$ cat src/rtl/queue_ctrl_2x81.sv
// Two-entry, 81-bit ready/valid FIFO controller driving an external 2x81 register-file macro.
// Optional same-cycle bypass when empty: define QUEUE_CTRL_2X81_FLOW_EN.
module queue_ctrl_2x81 (
  input  logic        clock,
  input  logic        reset,
  output logic        io_enq_ready,
  input  logic        io_enq_valid,
  input  logic [80:0] io_enq_bits,
  input  logic        io_deq_ready,
  output logic        io_deq_valid,
  output logic [80:0] io_deq_bits,
  output logic [1:0]  io_count,
  output logic        ram_R0_addr,
  output logic        ram_R0_en,
  input  logic [80:0] ram_R0_data,
  output logic        ram_W0_addr,
  output logic        ram_W0_en,
  output logic [80:0] ram_W0_data
);

  localparam int DATA_W = 81;

  logic              enq_ptr;
  logic              deq_ptr;
  logic              maybe_full;
  logic              ptr_match;
  logic              empty;
  logic              full;
  logic              do_enq;
  logic              do_deq;
  logic [DATA_W-1:0] head_bits;

  assign ptr_match = (enq_ptr == deq_ptr);
  assign empty     = ptr_match & ~maybe_full;
  assign full      = ptr_match & maybe_full;

  assign io_enq_ready = ~full;
  assign head_bits    = ram_R0_data;

  always_comb begin
    io_deq_valid = ~empty;
    io_deq_bits  = head_bits;
    do_enq       = io_enq_ready & io_enq_valid;
    do_deq       = io_deq_ready & ~empty;
`ifdef QUEUE_CTRL_2X81_FLOW_EN
    // Empty queue: present the incoming entry directly; if it is taken now, never store it.
    if (empty) begin
      io_deq_valid = io_enq_valid;
      io_deq_bits  = io_enq_bits;
      if (io_deq_ready) begin
        do_enq = 1'b0;
      end
    end
`endif
  end

  assign io_count = full ? 2'd2 : {1'b0, enq_ptr ^ deq_ptr};

  assign ram_W0_en   = do_enq & ~reset;
  assign ram_W0_addr = enq_ptr;
  assign ram_W0_data = io_enq_bits;

  // Combinational read port kept enabled so the macro output is never X.
  assign ram_R0_en   = 1'b1;
  assign ram_R0_addr = deq_ptr;

  always_ff @(posedge clock) begin
    if (reset) begin
      enq_ptr    <= 1'b0;
      deq_ptr    <= 1'b0;
      maybe_full <= 1'b0;
    end else begin
      if (do_enq) begin
        enq_ptr <= ~enq_ptr;
      end
      if (do_deq) begin
        deq_ptr <= ~deq_ptr;
      end
      if (do_enq != do_deq) begin
        maybe_full <= do_enq;
      end
    end
  end

endmodule
$ cat config.mk
export PLATFORM = sky130hd
export DESIGN_NAME = queue_ctrl_2x81
export DESIGN_NICKNAME = d
export VERILOG_FILES = /design/src/rtl/queue_ctrl_2x81.sv
export SDC_FILE = /design/constraint.sdc
export NUM_CORES = 1
export LEC_CHECK = 0
export ABC_AREA = 1
export CORE_AREA = 2 2 130 132
export DETAILED_ROUTE_END_ITERATION = 16
export DIE_AREA = 0 0 132 134
export PLACE_DENSITY_LB_ADDON = 0.25
export SLEW_MARGIN = 20
export SYNTH_ARGS = -nofsm -noshare
export SYNTH_HDL_FRONTEND = slang
export SYNTH_SLANG_ARGS = --single-unit
$ cat constraint.sdc
create_clock -name clock -period 2.01 [get_ports clock]
set_input_delay 0.603 -clock clock [delete_from_list [all_inputs] [get_ports clock]]
set_output_delay 0.603 -clock clock [all_outputs]
set_load 0.005 [all_outputs]
### Word level (Yosys, flattened, before mapping)

Cells that the tools add are included.

| word-level totals | value |
|---|---|
| register bits after elaboration | 3 |
| output and inout bits | 170 |
| input port bits | 166 |

| cells by class | value |
|---|---|
| multiplexer cells | 1 |
| eq/ne operators | 2 |
| bitwise operators | 12 |

Operator list:

| kind | number |
|---|---|
| NOT 1 bit | 6 |
| AND 1 bit | 5 |
| two-way mux 2 bit | 1 |
| equality test 1 bit | 1 |
| inequality test 1 bit | 1 |
| XOR 1 bit | 1 |

### Logic depth before layout (Yosys ltp)

Gate-level depths: netlist of run 1.

| depth | value |
|---|---|
| depth in word-level cells | 5 |
| gate-level depth with buffers | 7 |
| gate-level depth less buffers | 7 |

### Worst setup path after synthesis of run 1

Ideal clock, no wire load.

| path | value |
|---|---|
| path kind | register to output |
| start point | register deq_ptr, in the netlist ram_R0_addr |
| end point | output io_count[1] |
| buffers on the path | 1 |
| stages on the path, launching flop included | 6 |
| arrival | 0.773 ns |
| slack | 0.634 ns |
| data required time | 1.407 ns |
| cells stage by stage | dfxtp_1 -> inv_2 -> nand2_2 -> nand3_2 -> inv_1 -> buf_4 |

| on the way | value |
|---|---|
| longest elaborated chain between the ends | 3 |

Ends and longest elaborated chain:

| item | RTL line | RTL |
|---|---|---|
| start: declaration | 24 | `logic deq_ptr;` |
| start signal: assignment | 77 | `deq_ptr <= ~deq_ptr;` |
| equality test 1 bit | 33 | `assign ptr_match = (enq_ptr == deq_ptr);` |
| AND 1 bit | 35 | `assign full = ptr_match & maybe_full;` |
| net full | 28 | `logic full;` |
| two-way mux 2 bit | 57 | `assign io_count = full ? 2'd2 : {1'b0, enq_ptr ^ deq_ptr};` |
| end: declaration | 12 | `output logic [1:0] io_count,` |

The timed path passes the listed nets, and every way through them passes these cells.

### Worst setup path after layout of run 1

| path | value |
|---|---|
| start point | register maybe_full |
| end point | output io_deq_valid |

| on the way | value |
|---|---|
| longest elaborated chain between the ends | 3 |

Ends and longest elaborated chain:

| item | RTL line | RTL |
|---|---|---|
| start: declaration | 25 | `logic maybe_full;` |
| start signal: assignment | 80 | `maybe_full <= do_enq;` |
| NOT 1 bit | 34 | `assign empty = ptr_match & ~maybe_full;` |
| AND 1 bit | 34 |  |
| NOT 1 bit | 41 | `io_deq_valid = ~empty;` |
| end: declaration | 10 | `output logic io_deq_valid,` |

No other way between the ends.

==> results.env, run 1 <==
NUMBER_OF_H_TREE_LEVELS=1
DRV_CAP=0
PATH_CLASS='reg -> out'
ROUTED-VIA-COUNT=469
SETUP_VIOL=0
CRITPATHMAXSTAGEDELAY_PS=510
IO_PINS=336
POWER.TOTAL_mW=0.4918
CTSLONGESTPATHBUFFERS=2
TRITONCTS='yes'
END_KIND='output pin'
GRT.OVERFLOW.TOTAL=0
SYNTH_AREA_UM2=1418
IO_BUFFERS=10
GRT_START_MAX_NET_PINS=6
CP.REQUIRED_PS=1410
VIAS_PER_STD_CELL=1.783
ANT_NETS=0
POWER.IR.VDD_WORST_mV=0.1682
YS_SEQ_AREA_FRAC=0.04237
FINCLKSKEW_PS=0.1242
CLK_TRANSITION_REPORTED_PATHS_PS=30
ROUTED_WL_UM=2872
HOLDPATHSTAGES=2
SYN2LAYOUT_AREA_GROWTH_PCT=-51.81
PATH_CELLS='nand3b_2 -> clkdlybuf4s50_1'
FMAX_MHz=517.5
CORE.ROWCOUNT=47
DRT-INITIAL-DRC-COUNT=6
SLEW_VIOL_FINAL=0
SYN_AREA_PER_CELL_UM2=7.422
INSERTION_DELAY_OF_THE_LATER_CLOCKED_PIN_IN_THE_WORST_SKEW_PAIR_PS=220
STATUS='finished clean'
POST_DRT_WL_PER_CELL_UM=10.92
POWER.DENSITY_nW_PER_UM2=719.9
CTS.HOLD.BUFFERS_ADDED=0
SYNTHESIS.NETS=357
GPL.FINAL_WEIGHTED_CONGESTION=0.6139
CRITPATHBUFINV=1
REMAINING_DRC_ERRORS=0
WORST-PATH-MAX-FANOUT=5
TIMING.RR.END='ram_W0_addr'
INITIAL_ANTENNA_VIOLATION_COUNT=0
DIEHEIGHT_UM=134
HOLD_VIOL=0
SYNTH_WARNINGS=0
MIN_FROM='ram_R0_addr'
PERIOD_SHARE=0.9614
RSZ_0062_RAISED_AFTER_GLOBAL_ROUTING='no'
CRITPATHTOPFAMILY='buffers and inverters'
FIRST_PASS_GRT_WIRE_LENGTH_UM=3705
FINAL_PERIOD_MINUS_WORST_SETUP_SLACK_PS=1932
DIE_FOOTPRINT_UM2=17690
LEAK_PWR_nW=0.2244
DRIVE_GT1_FRAC=0.3953
CORE_REGION_AREA_UM2=16290
NET_TOTAL_IN_THE_FINAL_LAYOUT=210
R2R-START='ram_W0_addr'
CRIT_PATH_START_KIND='flip-flop'
DP_HPWL_UM=2443
CELLS_AFTER_SYNTH=191
CRITICAL_PATH.SLOWEST_CELL='sky130_fd_sc_hd__clkdlybuf4s50_1'
VIA_COUNT_OF_THE_FIRST_GLOBAL_ROUTING_PASS=556
TRITONCTS.NUM_BUFFERS=3
GRT_USE_TOTAL=0.03222
COUNT_OF_FILL_CELLS_ADDED_DURING_FILLER_INSERTION=1951
TIMING.HOLD.WORST_ENDPOINT='ram_R0_addr'
CRIT_PATH_START='maybe_full'
TRITONCTS_NUM_SINKS=3
CTS_ROOT_BUF='sky130_fd_sc_hd__clkbuf_16'
DIE_WIDTH_UM=132
POST_SYNTH_NUM_CELL_TYPES=15
FINALHOLDWORSTSLACK_PS=521.6
HOLD_PATH_CLASS='reg -> reg'
DRT_FIRST_PASS_ITERS=2
ANTENNA_CELLS=0
WORST-R2R-SETUP-SLACK_PS=1000
WORST_R2R_PATH_DEPTH=8
CRITPATHARRIVALTIME_PS=1330
YOSYS_REGISTER_BITS=3
START_UTIL=0.08703
[stage by stage]
step	instances	utilization	TNS (ps)	setup slack [ps]	area [um^2]
2_1_floorplan	191	-	0	633.8	1418
4_1_cts	263	0.04071	0	12.53	663.1
3_3_place_gp	259	0.03541	-323.8	-323.8	576.8
5_1_grt	263	0.04194	0	21.54	683.2
6_report	263	0.04194	0	77.64	683.2
3_5_place_dp	259	0.03541	-330.7	-330.7	576.8
[placed cells by master (no fill, tap or decap)]
cell,count
sky130_fd_sc_hd__a21oi_1,1
sky130_fd_sc_hd__a21oi_2,1
sky130_fd_sc_hd__buf_4,2
sky130_fd_sc_hd__clkbuf_1,1
sky130_fd_sc_hd__clkbuf_16,3
sky130_fd_sc_hd__clkdlybuf4s50_1,6
sky130_fd_sc_hd__conb_1,1
sky130_fd_sc_hd__dfxtp_1,1
sky130_fd_sc_hd__dfxtp_4,2
sky130_fd_sc_hd__dlygate4sd2_1,2
sky130_fd_sc_hd__dlymetal6s2s_1,2
sky130_fd_sc_hd__inv_1,2
sky130_fd_sc_hd__inv_2,3
sky130_fd_sc_hd__nand2_1,4
sky130_fd_sc_hd__nand2_2,2
sky130_fd_sc_hd__nand2_4,2
sky130_fd_sc_hd__nand3_1,1
sky130_fd_sc_hd__nand3_4,1
sky130_fd_sc_hd__nand3b_2,1
sky130_fd_sc_hd__nor2_1,3
sky130_fd_sc_hd__o211ai_1,1
sky130_fd_sc_hd__o21ai_0,1
[cell usage after synthesis]
cell type	number	share of area
sky130_fd_sc_hd__o211ai_1	1	0.0053
sky130_fd_sc_hd__nor2_1	3	0.0079
sky130_fd_sc_hd__buf_4	164	0.87
sky130_fd_sc_hd__inv_2	3	0.0079
sky130_fd_sc_hd__a21oi_2	1	0.0062
sky130_fd_sc_hd__nand3b_2	1	0.0079
sky130_fd_sc_hd__conb_1	1	0.0026
sky130_fd_sc_hd__inv_1	2	0.0053
sky130_fd_sc_hd__nand2_2	4	0.018
sky130_fd_sc_hd__nand3_2	1	0.0071
sky130_fd_sc_hd__o21ai_0	1	0.0035
sky130_fd_sc_hd__nand2_1	4	0.011
sky130_fd_sc_hd__nand3_1	1	0.0035
sky130_fd_sc_hd__dfxtp_1	3	0.042
sky130_fd_sc_hd__a21oi_1	1	0.0035
[how the worst max path moves through the flow]
stage               cells after the start  slack, ps            to
finish                                  2         80  io_deq_valid
global route                            2         20  io_deq_valid
CTS                                     3         10     ram_W0_en
detailed placement                      4       -330     ram_W0_en
global placement                        4       -320     ram_W0_en
floorplan                               5        630   io_count[1]
[power breakdown]
part | switching, mW | total (mW) | internal (mW)
sequential | 0.0104 | 0.0783 | 0.0679
combinational | 0.0439 | 0.0997 | 0.0557
clock | 0.0523 | 0.314 | 0.262
[what timing repair did]
action / CTS / global route
endpoints found under the setup margin: 2 / 2
resized for setup: 5 / 6
endpoints found under the hold margin: 0 / 0
buffers inserted: 0 / 0
[layout make-up]
type,count,area (um^2),share of cell area
multi-input cells,19,125.1,0.1832
clock buffers,4,78.83,0.1154
inverters,5,18.77,0.02747
flip-flops and latches,3,67.56,0.09890
repair buffers,12,117.6,0.1722
well taps,220,275.3,0.4029
[state kept, by name (all words and copies together), names as in the netlist]
signal and count:
maybe_full 1, ram_W0_addr 1, ram_R0_addr 1
[per-layer routing]
layer,part of all wire,track usage
met5,0,0
met4,0.20,0.06763
met3,0.29,0.04195
met2,0.43,0.04485
met1,0.082,0.005695
[worst min-delay path, delay by kind of cell, from the launching register on]
kind	cells	cell delay, ps
AOI/OAI and AO/OA	1	60
buffers and inverters	1	70
DFF	1	350
[cells by family (layout without fill, tap and decap cells)]
group,after synthesis,count (layout),share of synthesized area
other,1,1,0.002645
flip-flops,3,3,0.04237
AND/OR/NAND/NOR,14,14,0.05471
buffers and inverters,169,21,0.8817
AO/OA/AOI/OAI,4,4,0.01853
Note: power is estimated with default switching activity, not from simulation.
==> inputs of run 2 (changes only) <==
--- a/config.mk
+++ b/config.mk
@@ -10,6 +10,7 @@
 export DETAILED_ROUTE_END_ITERATION = 16
 export DIE_AREA = 0 0 132 134
 export PLACE_DENSITY_LB_ADDON = 0.25
+export RECOVER_POWER = 50
 export SLEW_MARGIN = 20
 export SYNTH_ARGS = -nofsm -noshare
 export SYNTH_HDL_FRONTEND = slang
==> results of run 2 <==
No change in the layout: final DEF, timing and power equal those of run 1.
==> inputs of run 3 (changes only) <==
--- a/config.mk
+++ b/config.mk
@@ -10,7 +10,6 @@
 export DETAILED_ROUTE_END_ITERATION = 16
 export DIE_AREA = 0 0 132 134
 export PLACE_DENSITY_LB_ADDON = 0.25
-export RECOVER_POWER = 50
 export SLEW_MARGIN = 20
 export SYNTH_ARGS = -nofsm -noshare
 export SYNTH_HDL_FRONTEND = slang
==> results of run 3 <==
No change in the layout: final DEF, timing and power equal those of run 1.
